### src/rtl/axis_frame_arb2_pkg.sv
// Shared types and constants for the frame-aware 2:1 AXI-Stream merger.
package axis_frame_arb2_pkg;

  typedef enum logic [1:0] {
    StIdle   = 2'd0,
    StGrant0 = 2'd1,
    StGrant1 = 2'd2
  } arb_state_e;

  localparam logic ArbRr    = 1'b0;
  localparam logic ArbFixed = 1'b1;

endpackage

### src/rtl/axis_frame_arb2_if.sv
// Single AXI-Stream link; master drives payload, slave drives tready.
interface axis_frame_arb2_if #(
  parameter int unsigned DATA_W = 32
);
  logic              tvalid;
  logic [DATA_W-1:0] tdata;
  logic              tlast;
  logic              tready;

  modport master (output tvalid, output tdata, output tlast, input tready);
  modport slave  (input tvalid, input tdata, input tlast, output tready);
endinterface

### src/rtl/axis_frame_arb2_reg_slice.sv
// Single registered AXI-Stream stage; ready is combinational from the downstream ready.
module axis_reg_slice #(
  parameter int unsigned DATA_W = 32
) (
  input  logic              axis_clk,
  input  logic              rst_n,
  input  logic              in_valid,
  input  logic [DATA_W-1:0] in_data,
  input  logic              in_last,
  output logic              in_ready,
  output logic              out_valid,
  output logic [DATA_W-1:0] out_data,
  output logic              out_last,
  input  logic              out_ready
);

  logic              valid_q;
  logic [DATA_W-1:0] data_q;
  logic              last_q;

  assign in_ready  = ~valid_q | out_ready;
  assign out_valid = valid_q;
  assign out_data  = data_q;
  assign out_last  = last_q;

  always_ff @(posedge axis_clk or negedge rst_n) begin
    if (!rst_n) begin
      valid_q <= 1'b0;
      data_q  <= '0;
      last_q  <= 1'b0;
    end else if (in_valid && in_ready) begin
      valid_q <= 1'b1;
      data_q  <= in_data;
      last_q  <= in_last;
    end else if (out_ready) begin
      valid_q <= 1'b0;
    end
  end

endmodule

### src/rtl/axis_frame_arb2.sv
// Frame-aware 2:1 AXI-Stream merger: arbitrates only at frame boundaries, one output register.
module axis_frame_arb2
  import axis_frame_arb2_pkg::*;
#(
  parameter int unsigned DATA_W = 32,
  parameter int unsigned CNT_W  = 16
) (
  input  logic                 axis_clk,
  input  logic                 rst_n,
  axis_frame_arb2_if.slave     s0,
  axis_frame_arb2_if.slave     s1,
  axis_frame_arb2_if.master    m,
  input  logic                 arb_mode,
  input  logic [1:0]           chn_en,
  output logic                 grant_chn,
  output logic                 busy,
  output logic [CNT_W-1:0]     frame_cnt0,
  output logic [CNT_W-1:0]     frame_cnt1,
  output logic [CNT_W-1:0]     last_len
);

  localparam logic [CNT_W-1:0] CntMax = '1;

  arb_state_e        state_q, state_d;
  logic              grant_q, grant_d;
  logic [CNT_W-1:0]  cnt_q, cnt_d;
  logic [CNT_W-1:0]  len_q, len_d;
  logic [CNT_W-1:0]  fc0_q, fc0_d;
  logic [CNT_W-1:0]  fc1_q, fc1_d;

  logic [1:0]        cand;
  logic              pick1;
  logic              sel_valid;
  logic [DATA_W-1:0] sel_data;
  logic              sel_last;
  logic              slice_ready;
  logic              accept;

  assign cand      = {s1.tvalid & chn_en[1], s0.tvalid & chn_en[0]};
  // With both channels requesting, round-robin serves the one not served last.
  assign pick1     = (arb_mode == ArbRr) & ~grant_q;
  assign busy      = (state_q != StIdle);
  assign sel_valid = busy & (grant_q ? s1.tvalid : s0.tvalid);
  assign sel_data  = grant_q ? s1.tdata : s0.tdata;
  assign sel_last  = grant_q ? s1.tlast : s0.tlast;
  assign accept    = sel_valid & slice_ready;
  assign s0.tready = (state_q == StGrant0) & slice_ready;
  assign s1.tready = (state_q == StGrant1) & slice_ready;

  always_comb begin
    state_d = state_q;
    grant_d = grant_q;
    unique case (state_q)
      StIdle: begin
        case (cand)
          2'b01:   begin state_d = StGrant0; grant_d = 1'b0; end
          2'b10:   begin state_d = StGrant1; grant_d = 1'b1; end
          2'b11:   begin state_d = pick1 ? StGrant1 : StGrant0; grant_d = pick1; end
          default: ;
        endcase
      end
      StGrant0, StGrant1: begin
        if (accept && sel_last) state_d = StIdle;
      end
      default: state_d = StIdle;
    endcase
  end

  always_comb begin
    cnt_d = cnt_q;
    len_d = len_q;
    fc0_d = fc0_q;
    fc1_d = fc1_q;
    if (accept) begin
      if (sel_last) begin
        len_d = (cnt_q == CntMax) ? CntMax : cnt_q + 1'b1;
        cnt_d = '0;
        if (grant_q) fc1_d = fc1_q + 1'b1;
        else         fc0_d = fc0_q + 1'b1;
      end else if (cnt_q != CntMax) begin
        cnt_d = cnt_q + 1'b1;
      end
    end
  end

  always_ff @(posedge axis_clk or negedge rst_n) begin
    if (!rst_n) begin
      state_q <= StIdle;
      grant_q <= 1'b0;
      cnt_q   <= '0;
      len_q   <= '0;
      fc0_q   <= '0;
      fc1_q   <= '0;
    end else begin
      state_q <= state_d;
      grant_q <= grant_d;
      cnt_q   <= cnt_d;
      len_q   <= len_d;
      fc0_q   <= fc0_d;
      fc1_q   <= fc1_d;
    end
  end

  assign grant_chn  = grant_q;
  assign frame_cnt0 = fc0_q;
  assign frame_cnt1 = fc1_q;
  assign last_len   = len_q;

  axis_reg_slice #(
    .DATA_W (DATA_W)
  ) u_out_slice (
    .axis_clk  (axis_clk),
    .rst_n     (rst_n),
    .in_valid  (sel_valid),
    .in_data   (sel_data),
    .in_last   (sel_last),
    .in_ready  (slice_ready),
    .out_valid (m.tvalid),
    .out_data  (m.tdata),
    .out_last  (m.tlast),
    .out_ready (m.tready)
  );

endmodule

### src/flat_wrapper.sv
// flat-port wrapper written by rule: the top's interface ports become plain ports
module axis_frame_arb2_flat import axis_frame_arb2_pkg::*;
#(
  parameter int unsigned DATA_W = 32,
  parameter int unsigned CNT_W  = 16
)
  (axis_clk, rst_n, arb_mode, chn_en, grant_chn, busy, frame_cnt0, frame_cnt1, last_len, s0_tvalid, s0_tdata, s0_tlast, s0_tready, s1_tvalid, s1_tdata, s1_tlast, s1_tready, m_tvalid, m_tdata, m_tlast, m_tready);
  axis_frame_arb2_if #(.DATA_W(DATA_W)) s0_i ();
  axis_frame_arb2_if #(.DATA_W(DATA_W)) s1_i ();
  axis_frame_arb2_if #(.DATA_W(DATA_W)) m_i ();
  input  logic axis_clk;
  input  logic rst_n;
  input  logic arb_mode;
  input  logic [1:0] chn_en;
  output logic grant_chn;
  output logic busy;
  output logic [CNT_W-1:0] frame_cnt0;
  output logic [CNT_W-1:0] frame_cnt1;
  output logic [CNT_W-1:0] last_len;
  input wire logic [$bits(s0_i.tvalid)-1:0] s0_tvalid;
  input wire logic [$bits(s0_i.tdata)-1:0] s0_tdata;
  input wire logic [$bits(s0_i.tlast)-1:0] s0_tlast;
  output wire logic [$bits(s0_i.tready)-1:0] s0_tready;
  input wire logic [$bits(s1_i.tvalid)-1:0] s1_tvalid;
  input wire logic [$bits(s1_i.tdata)-1:0] s1_tdata;
  input wire logic [$bits(s1_i.tlast)-1:0] s1_tlast;
  output wire logic [$bits(s1_i.tready)-1:0] s1_tready;
  output wire logic [$bits(m_i.tvalid)-1:0] m_tvalid;
  output wire logic [$bits(m_i.tdata)-1:0] m_tdata;
  output wire logic [$bits(m_i.tlast)-1:0] m_tlast;
  input wire logic [$bits(m_i.tready)-1:0] m_tready;
  assign s0_i.tvalid = s0_tvalid;
  assign s0_i.tdata = s0_tdata;
  assign s0_i.tlast = s0_tlast;
  assign s0_tready = s0_i.tready;
  assign s1_i.tvalid = s1_tvalid;
  assign s1_i.tdata = s1_tdata;
  assign s1_i.tlast = s1_tlast;
  assign s1_tready = s1_i.tready;
  assign m_tvalid = m_i.tvalid;
  assign m_tdata = m_i.tdata;
  assign m_tlast = m_i.tlast;
  assign m_i.tready = m_tready;
  axis_frame_arb2 #(.DATA_W(DATA_W), .CNT_W(CNT_W)) u_core (.axis_clk(axis_clk), .rst_n(rst_n), .s0(s0_i), .s1(s1_i), .m(m_i), .arb_mode(arb_mode), .chn_en(chn_en), .grant_chn(grant_chn), .busy(busy), .frame_cnt0(frame_cnt0), .frame_cnt1(frame_cnt1), .last_len(last_len));
endmodule
### config.mk
export PLATFORM = sky130hd
export DESIGN_NAME = axis_frame_arb2_flat
export DESIGN_NICKNAME = d
export VERILOG_FILES = /design/src/rtl/axis_frame_arb2_pkg.sv /design/src/rtl/axis_frame_arb2_if.sv /design/src/rtl/axis_frame_arb2_reg_slice.sv /design/src/rtl/axis_frame_arb2.sv /design/src/flat_wrapper.sv
export SDC_FILE = /design/constraint.sdc
export NUM_CORES = 1
export LEC_CHECK = 0
export ABC_AREA = 0
export ABC_CLOCK_PERIOD_IN_PS = 2000
export CAP_MARGIN = 25
export CORE_MARGIN = 2
export CORE_UTILIZATION = 42
export DETAILED_ROUTE_END_ITERATION = 10
export PLACE_DENSITY = 0.76
export RECOVER_POWER = 50
export SYNTH_ARGS = -nofsm -noshare
export SYNTH_HDL_FRONTEND = slang
export SYNTH_SLANG_ARGS = --single-unit
### constraint.sdc
create_clock -name axis_clk -period 2 [get_ports axis_clk]
set_input_delay 0.2 -clock axis_clk [delete_from_list [all_inputs] [get_ports axis_clk]]
set_output_delay 0.2 -clock axis_clk [all_outputs]
set_load 0.1 [all_outputs]
; After elaboration in Yosys (flattened, before gate mapping)
; Cells that the tools add are included.
[classes]
n_mux = 13
eq_ne = 9
addsub = 3
n_bitwise = 11
reduce_logical = 14
[ops]
columns = op, count
row1 = $add 16x1->16 const B, 3
row2 = $mux 16, 3
row3 = $mux 32, 1
row4 = $eq 16x16->1 const B, 1
row5 = $ne 16x16->1 const B, 1
row6 = $reduce_and 2->1, 4
row7 = $and 1x1->1, 7
row8 = $eq 2x2->1 const B, 3
row9 = $pmux 2 s3, 1
row10 = $reduce_and 3->1, 2
row11 = $reduce_bool 2->1, 3
row12 = $eq 2x1->1 const B, 2
row13 = $mux 1, 4
row14 = $mux 2, 2
row15 = $ne 4x4->1 const B, 1
row16 = $pmux 2 s2, 1
row17 = $not 1->1, 3
row18 = $pmux 1 s3, 1
row19 = $reduce_bool 3->1, 1
row20 = $logic_and 1x1->1, 2
row21 = $logic_not 2->1, 1
row22 = $ne 2x1->1 const B, 1
row23 = $reduce_or 2->1, 1
row24 = $or 1x1->1, 1
[totals]
in_bits = 74
out_inout_bits = 86
wordCells = 59
register_bits = 101

; Longest topological paths before layout
[logic_depth]
depth_word = 6
ltp_mapped = 8
depth_no_buf = 7

; Modules after synthesis
; Synthesis repeated with hierarchy kept, for this count alone.
[hier_totals]
hier_cells = 449
hier_area_um2 = 5285.1
[by_module_without_submodules]
columns = mod, seq_area_each_um2, area_each_um2, cells_each, n_inst
row1 = axis_frame_arb2, 1676.6, 3857.4, 376, 1
row2 = axis_reg_slice, 850.8, 1427.6, 73, 1

; Worst setup path after synthesis
; Ideal clock, no wire load.
[synth_path]
path_kind = reg-to-reg
start = register u_core.grant_q, in the netlist u_core.grant_chn
end = register u_core.cnt_q[13]
slack_ns = -0.488
n_path_buf = 1
t_arrival_ns = 2.397
synth_period_minus_slack_ns = 2.488
stages_incl_launch_ff = 6
cell_sequence = dfrtp_1 > buf_6 > mux2_2 > nor4_4 > or4b_1 > o221ai_1
[synth_via]
elab_chain_len = 4
elab_cells_between_ends = 7
[synth_lines]
columns = item, line_no
row1 = from (decl), axis_frame_arb2.sv:25  ; logic grant_q, grant_d;
row2 = from (signal assigned), axis_frame_arb2.sv:96  ; grant_q <= grant_d;
row3 = $mux 1, axis_frame_arb2.sv:43  ; assign sel_valid = busy & (grant_q ? s1.tvalid : s0.tvalid);
row4 = $and 1x1->1, axis_frame_arb2.sv:43
row5 = $and 1x1->1, axis_frame_arb2.sv:46  ; assign accept = sel_valid & slice_ready;
row6 = $reduce_and 2->1 (no line), -
row7 = to (signal assigned), axis_frame_arb2.sv:97  ; cnt_q <= cnt_d;
row8 = to (decl), axis_frame_arb2.sv:26  ; logic [CNT_W-1:0] cnt_q, cnt_d;
; Parallel ways exist; a longest one is shown, timed or not.
; A chain may end at the register's enable or synchronous reset.

; Worst setup path after layout
[layout_path]
start = register u_core.cnt_q[1]
end = register u_core.cnt_q[14]
[layout_via]
elab_chain_len = 3
elab_cells_between_ends = 6
[layout_lines]
columns = item, line_no
row1 = $add 16x1->16 / $ne 16x16->1 (equally long branches), "axis_frame_arb2.sv:81, axis_frame_arb2.sv:80"
row2 = $mux 16 / $reduce_bool 2->1 (equally long branches), -
row3 = $mux 16 / $reduce_and 2->1 (equally long branches), -
; Parallel ways exist; a longest one is shown, timed or not. The select of a mux whose other input is x is not followed.

==> results.md <==
* Final period util at 0.965
* Final min period at 1.93 ns
* Via/cell ratio at 5.25
* CTS Buffer Depth at 2
* H-tree depth at 3
* Yosys Warn Count at 0
* Synth Cell Area at 0.00506 mm^2
* Starting Density at 0.427
* Placed Instances at 797
* Num Clock Sinks at 101
* Post-Route WL at 12400 um
* Setup TNS at 0 ns
* Post-synthesis simple-gate area fraction at 0.185
* Area Overhead vs Synth at 41.3%
* RSZ-0062 raised after global routing: true
* Critical Path Fanout Max at 7
* Startpoint Class: flop
* Die X at 114 um
* Power density over the cells at 1620 mW/mm^2
* Inserted Diodes at 0
* CP max-delay cell: nor4_1
* Total power at 11.6 mW
* Busiest grt layer: met2
* Final WS setup at 0.0691 ns
* Drt pass-1 iters at 5
* # IOs at 160
* Synth Area in XOR/XNOR at 0.0744
* CP endpoint kind: flop
* Synth Flop Type: dfrtp_1
* Cells after Synth at 467
* Routed vias at 4273
* Fill count at 959
* Sequential-to-total area share from yosys stat at 0.499
* Detailed placement HPWL at 9600 um
* DRC viols at 0
* GRT met2 Usage at 0.333
* Met1 usage in global routing at 0.256
* Worst-margin pin slew at 1.02 ns
* Syn nets at 550
* Die area at 0.0129 mm^2
* Worst-path cell chain: ha_1 > buf_4 > nand3_1 > nor4_1 > xnor2_1 > o2bb2ai_1
* Average wire per standard cell at 15.2 um
* Fin Hold WS at 0.293 ns
* Ys async rst share at 1.00
* Wire length of the first global-routing pass at 20600 um
* Final Non-Filler Cells at 814
* Number of global-route vias before repair at 4295
* Syn_area_per_cell at 10.8 um^2
* Crit path DAT at 2.15 ns
* Largest net degree at the start of global routing at 65
* Post-Route Skew at 0.00999 ns
* Tot GR Track Use at 0.199
* Clock slew at reported path FFs at 0.07 ns
* Flops & latches, synth at 101
* Achievable clock frequency at 0.518 GHz
* Leak at 3.13 nW
* Area after DPL at 0.00697 mm^2
* Outcome: finished, final reports clean
* WP data required at 2.22 ns
* Number of synthesized flops with an enable pin at 0
* Dpl ws at -0.281 ns
* # Max-Cap Violations at 0
* Post-Synth Adder-Cell Area at 0.0222
* Share of layout cells above drive strength 1 at 0.279
* Die Height at 114 um
* Post-layout util at 0.603
* Commonest cells after routing, fill and taps aside: dfrtp_1, buf_4, clkdlybuf4s50_1, nand2_1, clkbuf_2
* Final non-filler cell area at 0.00715 mm^2
* Mux share of post-synthesis cell area at 0.0826
* Largest stage delay, worst path at 0.46 ns
* Slew headroom at 0.320
* Initial antenna violation count at 0
* Clock buffer count from CTS at 9
* GP Congestion at 0.826
* Post-synth cell types at 55
* Postcts setup bufs at 0
* Row cnt at 40
* Largest family of logic cells by synthesized area: simple AND/OR/NAND/NOR gates
* Met3 global-route usage at 0.0361
* Min-Delay Path Class: input pin to async pin
* Commonest non-fill, non-tap cell in the layout: dfrtp_1
* Fraction of the mapped netlist area in compound gates at 0.0954
* Layout net count at 745
* Final hold vios at 0
* Worst-Skew Late Latency at 0.35 ns
* Port Buffers at 159
* Post-DRT Antenna Nets at 0
* Crit Path Class: flop to flop
* # setup viols final at 0
* Remaining global-route overflow at 0
* Final slew viol count at 0
* CTS root buffer: clkbuf_16
* VDD IR max at 1.08 mV
* Core Area at 0.0119 mm^2
* Initial DRC count at 327
* CTS tree: yes
## Yosys cell counts (4+ instances only)
cell	n	share of area
a21oi_1	19	0.019
xnor2_1	36	0.062
nand2_1	51	0.038
nor4_1	7	0.0087
nor2_1	20	0.015
buf_4	4	0.0059
nand4_1	12	0.015
and4_1	5	0.0087
and2_1	5	0.0062
o21ai_0	33	0.033
ha_1	9	0.022
nor3_1	7	0.0069
buf_2	8	0.0079
nand3_1	22	0.022
dfrtp_1	101	0.50
and3_1	7	0.0087
clkbuf_1	7	0.0052
mux2_2	4	0.0089
xor2_1	7	0.012
nor4_2	4	0.0099
mux2i_1	35	0.069
inv_1	12	0.0089
## cell type report
| type | instances | area (um^2) | area share |
|---|---|---|---|
| Clock buffer | 11 | 253 | 0.0353 |
| Timing Repair Buffer | 209 | 1720 | 0.241 |
| Tap cell | 147 | 184 | 0.0257 |
| Clock inverter | 5 | 35.0 | 0.00490 |
| Inverter | 12 | 48.8 | 0.00682 |
| Sequential cell | 101 | 2540 | 0.355 |
| Multi-Input combinational cell | 329 | 2370 | 0.331 |
## per-layer routing
layer,routed length (um),vias up
li1,-,2053
met1,5490,2039
met2,6030,159
met3,662,22
met4,225,0
met5,0,-
## registers in the layout, summed over array words and instances, names as in the netlist
| register | flops |
|---|---|
| u_core.last_len | 16 |
| u_core.frame_cnt1 | 16 |
| u_core.state_q | 2 |
| u_core.grant_chn | 1 |
| u_core.u_out_slice.out_last | 1 |
| u_core.u_out_slice.out_valid | 1 |
| u_core.frame_cnt0 | 16 |
| u_core.u_out_slice.out_data | 32 |
| u_core.cnt_q | 16 |
## logic make-up after synthesis
kind of cell	count (synthesis)
buffers and inverters	37
adder cells (fa/ha/maj)	9
multiplexers	40
AND/OR/NAND/NOR	161
AO/OA/AOI/OAI	76
XOR/XNOR	43
flip-flops	101
## final timing paths
check	to	from	slack, ns	cells past startpoint
worst max-delay path	u_core.cnt_q[14]$_DFFE_PN0P_	u_core.cnt_q[1]$_DFFE_PN0P_	0.07	6
worst min-delay path	u_core.frame_cnt0[2]$_DFFE_PN0P_	rst_n	0.29	2
worst max register to register	u_core.cnt_q[14]$_DFFE_PN0P_	u_core.cnt_q[1]$_DFFE_PN0P_	0.07	6
worst min register to register	u_core.frame_cnt0[15]$_DFFE_PN0P_	u_core.frame_cnt0[15]$_DFFE_PN0P_	0.48	1
max in group asynchronous	u_core.u_out_slice.out_data[18]$_DFFE_PN0N_	rst_n	0.41	3
min in group axis_clk	u_core.u_out_slice.out_data[11]$_DFFE_PN0N_	s0_tdata[11]	0.47	3
## timing repair
item / in CTS / in global routing
gates resized for setup: 1 / 2
hold endpoints to repair: 23 / 0
hold buffers: 1 / 0
setup endpoints to repair: 30 / 18
gates cloned: 0 / 0
## worst max-delay path: cells and delay by family (launching register included)
family                   cells  cell delay (ns)
adder cells (fa/ha/maj)      1             0.19
flip-flops                   1             0.40
AO/OA/AOI/OAI                1             0.11
XOR/XNOR                     1             0.22
buffers and inverters        1             0.14
AND/OR/NAND/NOR              2             0.74
## report_power, final
part / leakage (nW) / internal, mW / switching [mW]
Clock: 0.141 / 0.912 / 0.763
Sequential: 1.30 / 2.65 / 0.423
Combinational: 1.69 / 1.41 / 5.41
Total: 3.13 / 4.97 / 6.59
Note: power is estimated with default switching activity, not from simulation.
